--- config.mk ---
export PLATFORM = sky130hd
export DESIGN_NAME = mac_result_unloader
export DESIGN_NICKNAME = d
export VERILOG_FILES = /design/src/rtl/mac_io_pkg.sv /design/src/rtl/mac_result_fifo.sv /design/src/rtl/mac_result_unloader.sv
export SDC_FILE = /design/constraint.sdc
export NUM_CORES = 1
export LEC_CHECK = 0
export ABC_AREA = 1
export CORE_UTILIZATION = 45
export DETAILED_ROUTE_END_ITERATION = 16
export SYNTH_ARGS = -nofsm -noshare
export SYNTH_HDL_FRONTEND = slang
export SYNTH_HIERARCHICAL = 1
export SYNTH_SLANG_ARGS = --single-unit
--- constraint.sdc ---
create_clock -name clk -period 2.4 [get_ports clk]
set_input_delay 0.36 -clock clk [delete_from_list [all_inputs] [get_ports clk]]
set_output_delay 0.36 -clock clk [all_outputs]
set_load 0.01 [all_outputs]
--- src/rtl/mac_io_pkg.sv ---
// Shared types and sizing helpers for the MAC result unloader and its FIFO.
package mac_io_pkg;

    localparam int ACC_W_DEFAULT = 16;
    localparam int DEPTH_DEFAULT = 4;

    // Byte-streaming FSM states
    typedef enum logic [1:0] {
        IDLE    = 2'd0,
        PRESENT = 2'd1,
        RELEASE = 2'd2
    } state_e;

    // Number of bytes in one accumulator word
    function automatic int nbytes(input int acc_w);
        return acc_w / 8;
    endfunction

    // Width of the byte index counter (at least one bit)
    function automatic int byte_idx_w(input int acc_w);
        return (acc_w / 8 > 1) ? $clog2(acc_w / 8) : 1;
    endfunction

endpackage

--- src/rtl/mac_result_fifo.sv ---
// Small circular FIFO holding accumulator results until they are streamed out.
// Exposes both the head entry and the entry behind it so the reader FSM can
// move straight on to the next result in the cycle it retires the head.
module mac_result_fifo #(
    parameter int ACC_W = 16,
    parameter int DEPTH = 4,
    localparam int PTR_W = $clog2(DEPTH),
    localparam int CNT_W = $clog2(DEPTH) + 1
) (
    input  logic             clk,
    input  logic             rst,
    input  logic             push,
    input  logic [ACC_W-1:0] push_data,
    input  logic             pop,
    output logic [ACC_W-1:0] head_data,
    output logic [ACC_W-1:0] next_data,
    output logic [CNT_W-1:0] count,
    output logic             full,
    output logic             empty
);

    logic [ACC_W-1:0] mem [DEPTH];
    logic [PTR_W-1:0] wr_ptr;
    logic [PTR_W-1:0] rd_ptr;
    logic             do_push;
    logic             do_pop;

    // Full is taken from the registered count, so a push while full is refused
    // even if the head is retired in the same cycle.
    assign full      = (count == CNT_W'(DEPTH));
    assign empty     = (count == '0);
    assign do_push   = push && !full;
    assign do_pop    = pop && !empty;
    assign head_data = mem[rd_ptr];
    assign next_data = mem[rd_ptr + PTR_W'(1)];

    // Storage array; contents are don't-care after reset
    always_ff @(posedge clk) begin
        if (do_push) begin
            mem[wr_ptr] <= push_data;
        end
    end

    // Pointers wrap naturally (power-of-two depth); count tracks occupancy
    always_ff @(posedge clk or posedge rst) begin
        if (rst) begin
            wr_ptr <= '0;
            rd_ptr <= '0;
            count  <= '0;
        end else begin
            if (do_push) begin
                wr_ptr <= wr_ptr + PTR_W'(1);
            end
            if (do_pop) begin
                rd_ptr <= rd_ptr + PTR_W'(1);
            end
            case ({do_push, do_pop})
                2'b10:   count <= count + CNT_W'(1);
                2'b01:   count <= count - CNT_W'(1);
                default: count <= count;
            endcase
        end
    end

endmodule

--- src/rtl/mac_result_unloader.sv ---
// Reader side of the MAC test datapath: buffers accumulator results and
// streams each one LS byte first over a 4-phase strobe/ack pin handshake.
//
// Handshake: the unit raises out_strobe with out_byte (and out_last) stable;
// the reader raises out_ack once it has taken the byte; the unit then drops
// out_strobe; the reader drops out_ack; only after the synchronised ack is
// seen low does the unit present the next byte. out_ack is asynchronous and
// is only used after a two-flop synchronizer.
module mac_result_unloader
    import mac_io_pkg::*;
#(
    parameter int ACC_W = ACC_W_DEFAULT,
    parameter int DEPTH = DEPTH_DEFAULT
) (
    input  logic                   clk,
    input  logic                   rst,
    input  logic                   acc_valid,
    input  logic [ACC_W-1:0]       acc_data,
    output logic                   acc_ready,
    output logic [7:0]             out_byte,
    output logic                   out_strobe,
    output logic                   out_last,
    input  logic                   out_ack,
    input  logic                   clear_ovf,
    output logic                   overflow,
    output logic [$clog2(DEPTH):0] fifo_count,
    output state_e                 state
);

    localparam int NBYTES = nbytes(ACC_W);
    localparam int IDX_W  = byte_idx_w(ACC_W);
    localparam int CNT_W  = $clog2(DEPTH) + 1;
    localparam logic [IDX_W-1:0] LAST_IDX = IDX_W'(NBYTES - 1);

    logic [ACC_W-1:0] head_data;
    logic [ACC_W-1:0] next_data;
    logic             full;
    logic             empty;
    logic             pop;
    logic             ack_meta;
    logic             ack_s;
    logic [IDX_W-1:0] byte_idx;

    // Byte lane of a word, lane 0 being the least significant
    function automatic logic [7:0] byte_of(input logic [ACC_W-1:0] w,
                                           input logic [IDX_W-1:0] i);
        return w[8*int'(i) +: 8];
    endfunction

    assign acc_ready = !full;

    // The head stays counted until its final ack has fallen
    assign pop = (state == RELEASE) && !ack_s && (byte_idx == LAST_IDX);

    mac_result_fifo #(
        .ACC_W (ACC_W),
        .DEPTH (DEPTH)
    ) u_fifo (
        .clk       (clk),
        .rst       (rst),
        .push      (acc_valid),
        .push_data (acc_data),
        .pop       (pop),
        .head_data (head_data),
        .next_data (next_data),
        .count     (fifo_count),
        .full      (full),
        .empty     (empty)
    );

    // Two-flop synchronizer for the asynchronous reader acknowledge
    always_ff @(posedge clk or posedge rst) begin
        if (rst) begin
            ack_meta <= 1'b0;
            ack_s    <= 1'b0;
        end else begin
            ack_meta <= out_ack;
            ack_s    <= ack_meta;
        end
    end

    // Sticky overflow: a refused push sets it, and wins over a same-cycle clear
    always_ff @(posedge clk or posedge rst) begin
        if (rst) begin
            overflow <= 1'b0;
        end else if (acc_valid && !acc_ready) begin
            overflow <= 1'b1;
        end else if (clear_ovf) begin
            overflow <= 1'b0;
        end
    end

    // Byte-streaming FSM with registered strobe/byte/last
    always_ff @(posedge clk or posedge rst) begin
        if (rst) begin
            state      <= IDLE;
            byte_idx   <= '0;
            out_byte   <= 8'h00;
            out_strobe <= 1'b0;
            out_last   <= 1'b0;
        end else begin
            case (state)
                IDLE: begin
                    if (!empty) begin
                        byte_idx   <= '0;
                        out_byte   <= byte_of(head_data, '0);
                        out_strobe <= 1'b1;
                        out_last   <= (LAST_IDX == '0);
                        state      <= PRESENT;
                    end
                end
                PRESENT: begin
                    if (ack_s) begin
                        out_strobe <= 1'b0;
                        out_last   <= 1'b0;
                        state      <= RELEASE;
                    end
                end
                RELEASE: begin
                    if (!ack_s) begin
                        if (byte_idx != LAST_IDX) begin
                            byte_idx   <= byte_idx + IDX_W'(1);
                            out_byte   <= byte_of(head_data, byte_idx + IDX_W'(1));
                            out_strobe <= 1'b1;
                            out_last   <= ((byte_idx + IDX_W'(1)) == LAST_IDX);
                            state      <= PRESENT;
                        end else begin
                            // Head retires this cycle; a push landing now is not
                            // yet in the count, so it is picked up from IDLE.
                            byte_idx <= '0;
                            if (fifo_count > CNT_W'(1)) begin
                                out_byte   <= byte_of(next_data, '0);
                                out_strobe <= 1'b1;
                                out_last   <= (LAST_IDX == '0);
                                state      <= PRESENT;
                            end else begin
                                state <= IDLE;
                            end
                        end
                    end
                end
                default: begin
                    state <= IDLE;
                end
            endcase
        end
    end

endmodule

### Yosys cells after proc, flatten, opt, wreduce, memory -nomap -nowiden

Memory sizes are Yosys's and may differ from the RTL's.
Index checks and enable logic that the tools add are counted.

* bits in writable memories: 64
* register bits: 23
* output and inout port bits: 17
* memories: 1

Memory list
* u_fifo.mem: words 4, bits a word 16, rd ports 2, clocked after Yosys merged registers in 0, write ports 1, line mac_result_fifo.sv:22 `logic [ACC_W-1:0] mem [DEPTH];`

* order comparisons: 1
* multiplexer cells: 30
* shifts and indexed selects: 1
* add/sub/neg operators: 5
* eq/ne operators: 9
* reduce and logical (&&, ||, !) cells: 18

Operators with widths (count)
* $mux W8: 4
* $mux W1: 17
* $pmux W8 S2: 1
* $shiftx A16 B5 Y8: 1
* $mux W2: 3
* $ne A2 B2 Y1 const B: 3
* $pmux W1 S3: 2
* $pmux W2 S3: 1
* $pmux W3 S2: 1
* $reduce_and A3 Y1: 2
* $reduce_bool A2 Y1: 3
* $logic_and A1 B1 Y1: 5
* $reduce_and A5 Y1: 1
* $add A2 B1 Y2 const B: 2
* $eq A2 B1 Y1 const B: 2
* $eq A2 B2 Y1 const B: 2
* $reduce_and A4 Y1: 1
* $add A3 B1 Y3 const B: 1
* $eq A3 B3 Y1 const B: 1
* $gt A3 B1 Y1 const B: 1
* $logic_not A1 Y1: 3
* $logic_not A3 Y1: 1
* $ne A3 B2 Y1 const B: 1
* $reduce_bool A3 Y1: 1
* other kinds (4): 4

### Depth between registers and ports, before layout

* word-level depth: 6
* depth in mapped cells: 14
* gate-level depth less buffers: 14

### By module

The synthesis kept the hierarchy.

By module, submodules not included
* mac_result_fifo: area each 3489.6 um2, cells each 374, instances 1
* mac_result_unloader: area each 884.6 um2, cells each 129, instances 1

### Least setup slack after synthesis

No wires, ideal clock.

* kind: reg2reg
* from: register state[1]
* to: register u_fifo.count[2]
* required time: 2283 ps
* data arrival time: 1914 ps
* cell stages (with the launch flop): 14
* path buffers: 0
* clock period less this slack: 2031 ps
* setup slack: 369 ps
* library setup time: 117 ps
* cell sequence: dfrtp_1 -> inv_2 -> nor2_4 -> inv_2 -> nor3_1 -> nand2_1 -> inv_1 -> ha_1 -> inv_1 -> fa_1 -> nand2_1 -> nand3_1 -> nand2_1 -> nand2_1

* longest elaborated chain between the ends: 6
* elaborated cells on any way between the ends: 8

RTL lines
* start, declared: line mac_result_unloader.sv:27 `output state_e state`
* start signal, assigned: line mac_result_unloader.sv:96 `state <= IDLE;`
* start signal, assigned: line mac_result_unloader.sv:109 `state <= PRESENT;`
* start signal, assigned: line mac_result_unloader.sv:116 `state <= RELEASE;`
* $eq A2 B2 Y1 (*): line mac_result_unloader.sv:53 `assign pop = (state == RELEASE) && !ack_s && (byte_idx == LAST_IDX);`
* $logic_and A1 B1 Y1 (*) (2 in series): line mac_result_unloader.sv:53
* via pop: line mac_result_unloader.sv:39 `logic pop;`
* $logic_and A1 B1 Y1 (*): line mac_result_fifo.sv:33 `assign do_pop = pop && !empty;`
* via u_fifo.do_pop: line mac_result_fifo.sv:26 `logic do_pop;`
* $eq A2 B1 Y1 / $eq A2 B2 Y1 (equally long branches): line mac_result_fifo.sv:57 `case ({do_push, do_pop})`
* $pmux W3 S2 / $reduce_bool A2 Y1 (equally long branches)
* end signal, assigned: line mac_result_fifo.sv:58 `2'b10: count <= count + CNT_W'(1);`
* end signal, assigned: line mac_result_fifo.sv:59 `2'b01: count <= count - CNT_W'(1);`
* end signal, assigned: line mac_result_fifo.sv:60 `default: count <= count;`
* end, declared: line mac_result_fifo.sv:17 `output logic [CNT_W-1:0] count,`

Mark *: on every way through the listed nets, which the timed path passes. The rest lies on a longest branch.
A chain may end at the register's enable or synchronous reset.

### Final worst setup path

Same ends and word-level chain as after synthesis.

==> out/summary.txt <==
CP Cell Sequence -> inv_2 > nor2_4 > inv_2 > nor3_2 > nand2_1 > inv_1 > ha_1 > inv_1 > fa_1 > nand2_1 > nand3_1 > nand2_1 > nand2_1
Vias -> 2,873
Max-Cap Viols -> 0
CTS tree -> yes
Cell leakage power -> 2.21 nW
Synthesized netlist cell count -> 447
Flop pwr share -> 39.7%
WP data required -> 2.65 ns
Post-Syn Area -> 4140 sq um
ANT nets after route -> 0
CTS buffer count -> 9
PwrDens -> 1140 nW/um^2
Postcts setup bufs -> 0
Starting Density -> 47.1%
Placed cell area -> 4620 sq um
Worst Path Max Fanout -> 10
CORE AREA -> 8810 sq um
Die width -> 98.0 microns
CP peak stage delay -> 0.43 ns
First-pass GRT wire length -> 13,000 microns
Post-CTS resize count -> 0
CTS root buffer -> clkbuf_8
Slew HR -> 59.8%
Worst path bufs/invs -> 4
Final cycle utilization of the critical path -> 86.3%
Final Max Slew Viols -> 0
CP Capture Type -> flop
Port Buf Inserts -> 37
Failing checks -> DRC
CP dominant cell by count -> nand2_1
Slowest-stage cell, CP -> dfrtp_1
P_sw -> 2.07 mW
Comb power frac -> 39.6%
Largest net degree at the start of global routing -> 42
Final Skew -> 0.00845 ns
RSZ-0062 raised after global routing -> no
CP Launch Type -> flop
H-Tree Level Count -> 3
Worst R2R Start -> state[1]
Row cnt -> 34
DP Worst Slack -> 0.247 ns
NumNets Final -> 510
Final worst slack -> 0.330 ns
Layout Cells excl Fill -> 596
Layout cells sized above 1 -> 7.99%
Internal power -> 3.45 mW
Routed WL -> 7840 microns
Final min period -> 2.07 ns
Initial antenna violation count -> 0
Clk sinks -> 87
Worst Tran Pin Value -> 0.602 ns
Die height -> 98.0 microns
DP HPWL -> 5350 microns
Reg-to-reg slack, setup -> 0.33 ns
N_diodes -> 0
Final Wtd Congestion -> 0.774
Worst setup path category -> flop to flop
Worst-path clk slew -> 0.09 ns
Finish-stage setup viols -> 0
Sw frac -> 37.5%
YS warnings -> 6
Congestion Overflow GR -> 0
Maximum vdd drop -> 0.376 mV
Status -> finished with violations
CP top delay family -> simple AND/OR/NAND/NOR gates
R2R depth -> 13
CTS Hold Bufs -> 0
DR iter-0 viols -> 147
DR pass1 iterations -> 11
Clk buf depth -> 2
Layout Utilization -> 55.0%
Worst-skew pair later-pin latency -> 0.35 ns
Die area -> 9600 sq um
Syn avg cell area -> 9.27 sq um
DRC errors left -> 5
Clock network fraction of total power -> 20.7%
Overall routing resource usage -> 17.6%
P&R area growth vs syn -> 16.9%
FF-to-FF End -> u_fifo/count[2]
Vias in the first global route -> 2,695
Setup TNS -> 0 ns
Synth Net Count -> 474
DP Cell Count -> 580
Finished Cell Area -> 4850 sq um
Fin. Hold Viols -> 0
Drt wl/cell -> 13.1 microns
Num ports -> 38
Fmax -> 483 MHz
Routed vias/inst -> 4.82
Arrival time of the worst setup path -> 2.32 ns
Min-delay worst type -> input pin to async pin
[routing by layer]
layer | GRT usage (%) | wire, microns
met1 | 24.7 | 3840
met4 | 6.99 | 76
met2 | 27.2 | 3620
met5 | 0 | 0
met3 | 3.08 | 292
[final cells by class]
| class | instances | area (sq um) |
|---|---|---|
| clock buffers | 9 | 124 |
| well taps | 108 | 135 |
| fillers | 784 | 3960 |
| repair buffers | 47 | 458 |
| clock inverters | 7 | 100 |
| inverters | 62 | 233 |
| multi-input cells | 276 | 1300 |
| flip-flops and latches | 87 | 2500 |
[cell usage in the layout, fill, tap and decap left out]
cell type	count
nor2_4	2
ha_1	5
inv_1	56
fa_1	1
nand2_1	190
bufinv_16	2
buf_12	1
dfrtp_1	23
nand2_2	1
nor3_2	1
clkdlybuf4s50_1	37
inv_6	4
o211ai_1	29
nand4_1	1
o21ai_0	23
a21oi_1	3
inv_2	6
nor2_1	9
buf_4	9
clkbuf_8	9
nand3_2	1
nand2_4	2
xnor2_1	1
clkinv_2	1
edfxtp_1	64
nand3_1	7
[through the flow]
step / power, mW / hold slack, ns
2_1_floorplan: 3.71 / 0.163
3_3_place_gp: 4.39 / 0.379
3_5_place_dp: 4.44 / 0.381
4_1_cts: 5.59 / 0.282
5_1_grt: 5.97 / 0.313
6_report: 5.52 / 0.285
[power by group through the flow]
stage | Clock, mW | Combinational [mW] | Sequential (mW)
floorplan | 0 | 1.44 | 2.27
global placement | 0 | 2.17 | 2.21
detailed placement | 0 | 2.21 | 2.23
CTS | 1.17 | 2.22 | 2.20
global route | 1.22 | 2.51 | 2.24
finish | 1.14 | 2.19 | 2.19
[state kept, by name, summed over array words and instances (netlist names)]
name / count
u_fifo/mem: 64
out_byte: 8
u_fifo/count: 3
state: 2
u_fifo/rd_ptr: 2
u_fifo/wr_ptr: 2
ack_meta: 1
ack_s: 1
byte_idx: 1
out_last: 1
out_strobe: 1
overflow: 1
[worst max-delay path by stage]
stage	start	endpoint	slack, ns	cells past startpoint
CTS	state[1]	u_fifo/count[2]	0.23	13
floorplan	state[1]	u_fifo/count[2]	0.37	13
finish	state[1]	u_fifo/count[2]	0.33	13
global route	state[1]	u_fifo/count[2]	0.09	13
detailed placement	state[1]	u_fifo/count[2]	0.25	13
global placement	state[1]	u_fifo/count[2]	0.32	13
Note: power is estimated with default switching activity, not from simulation.
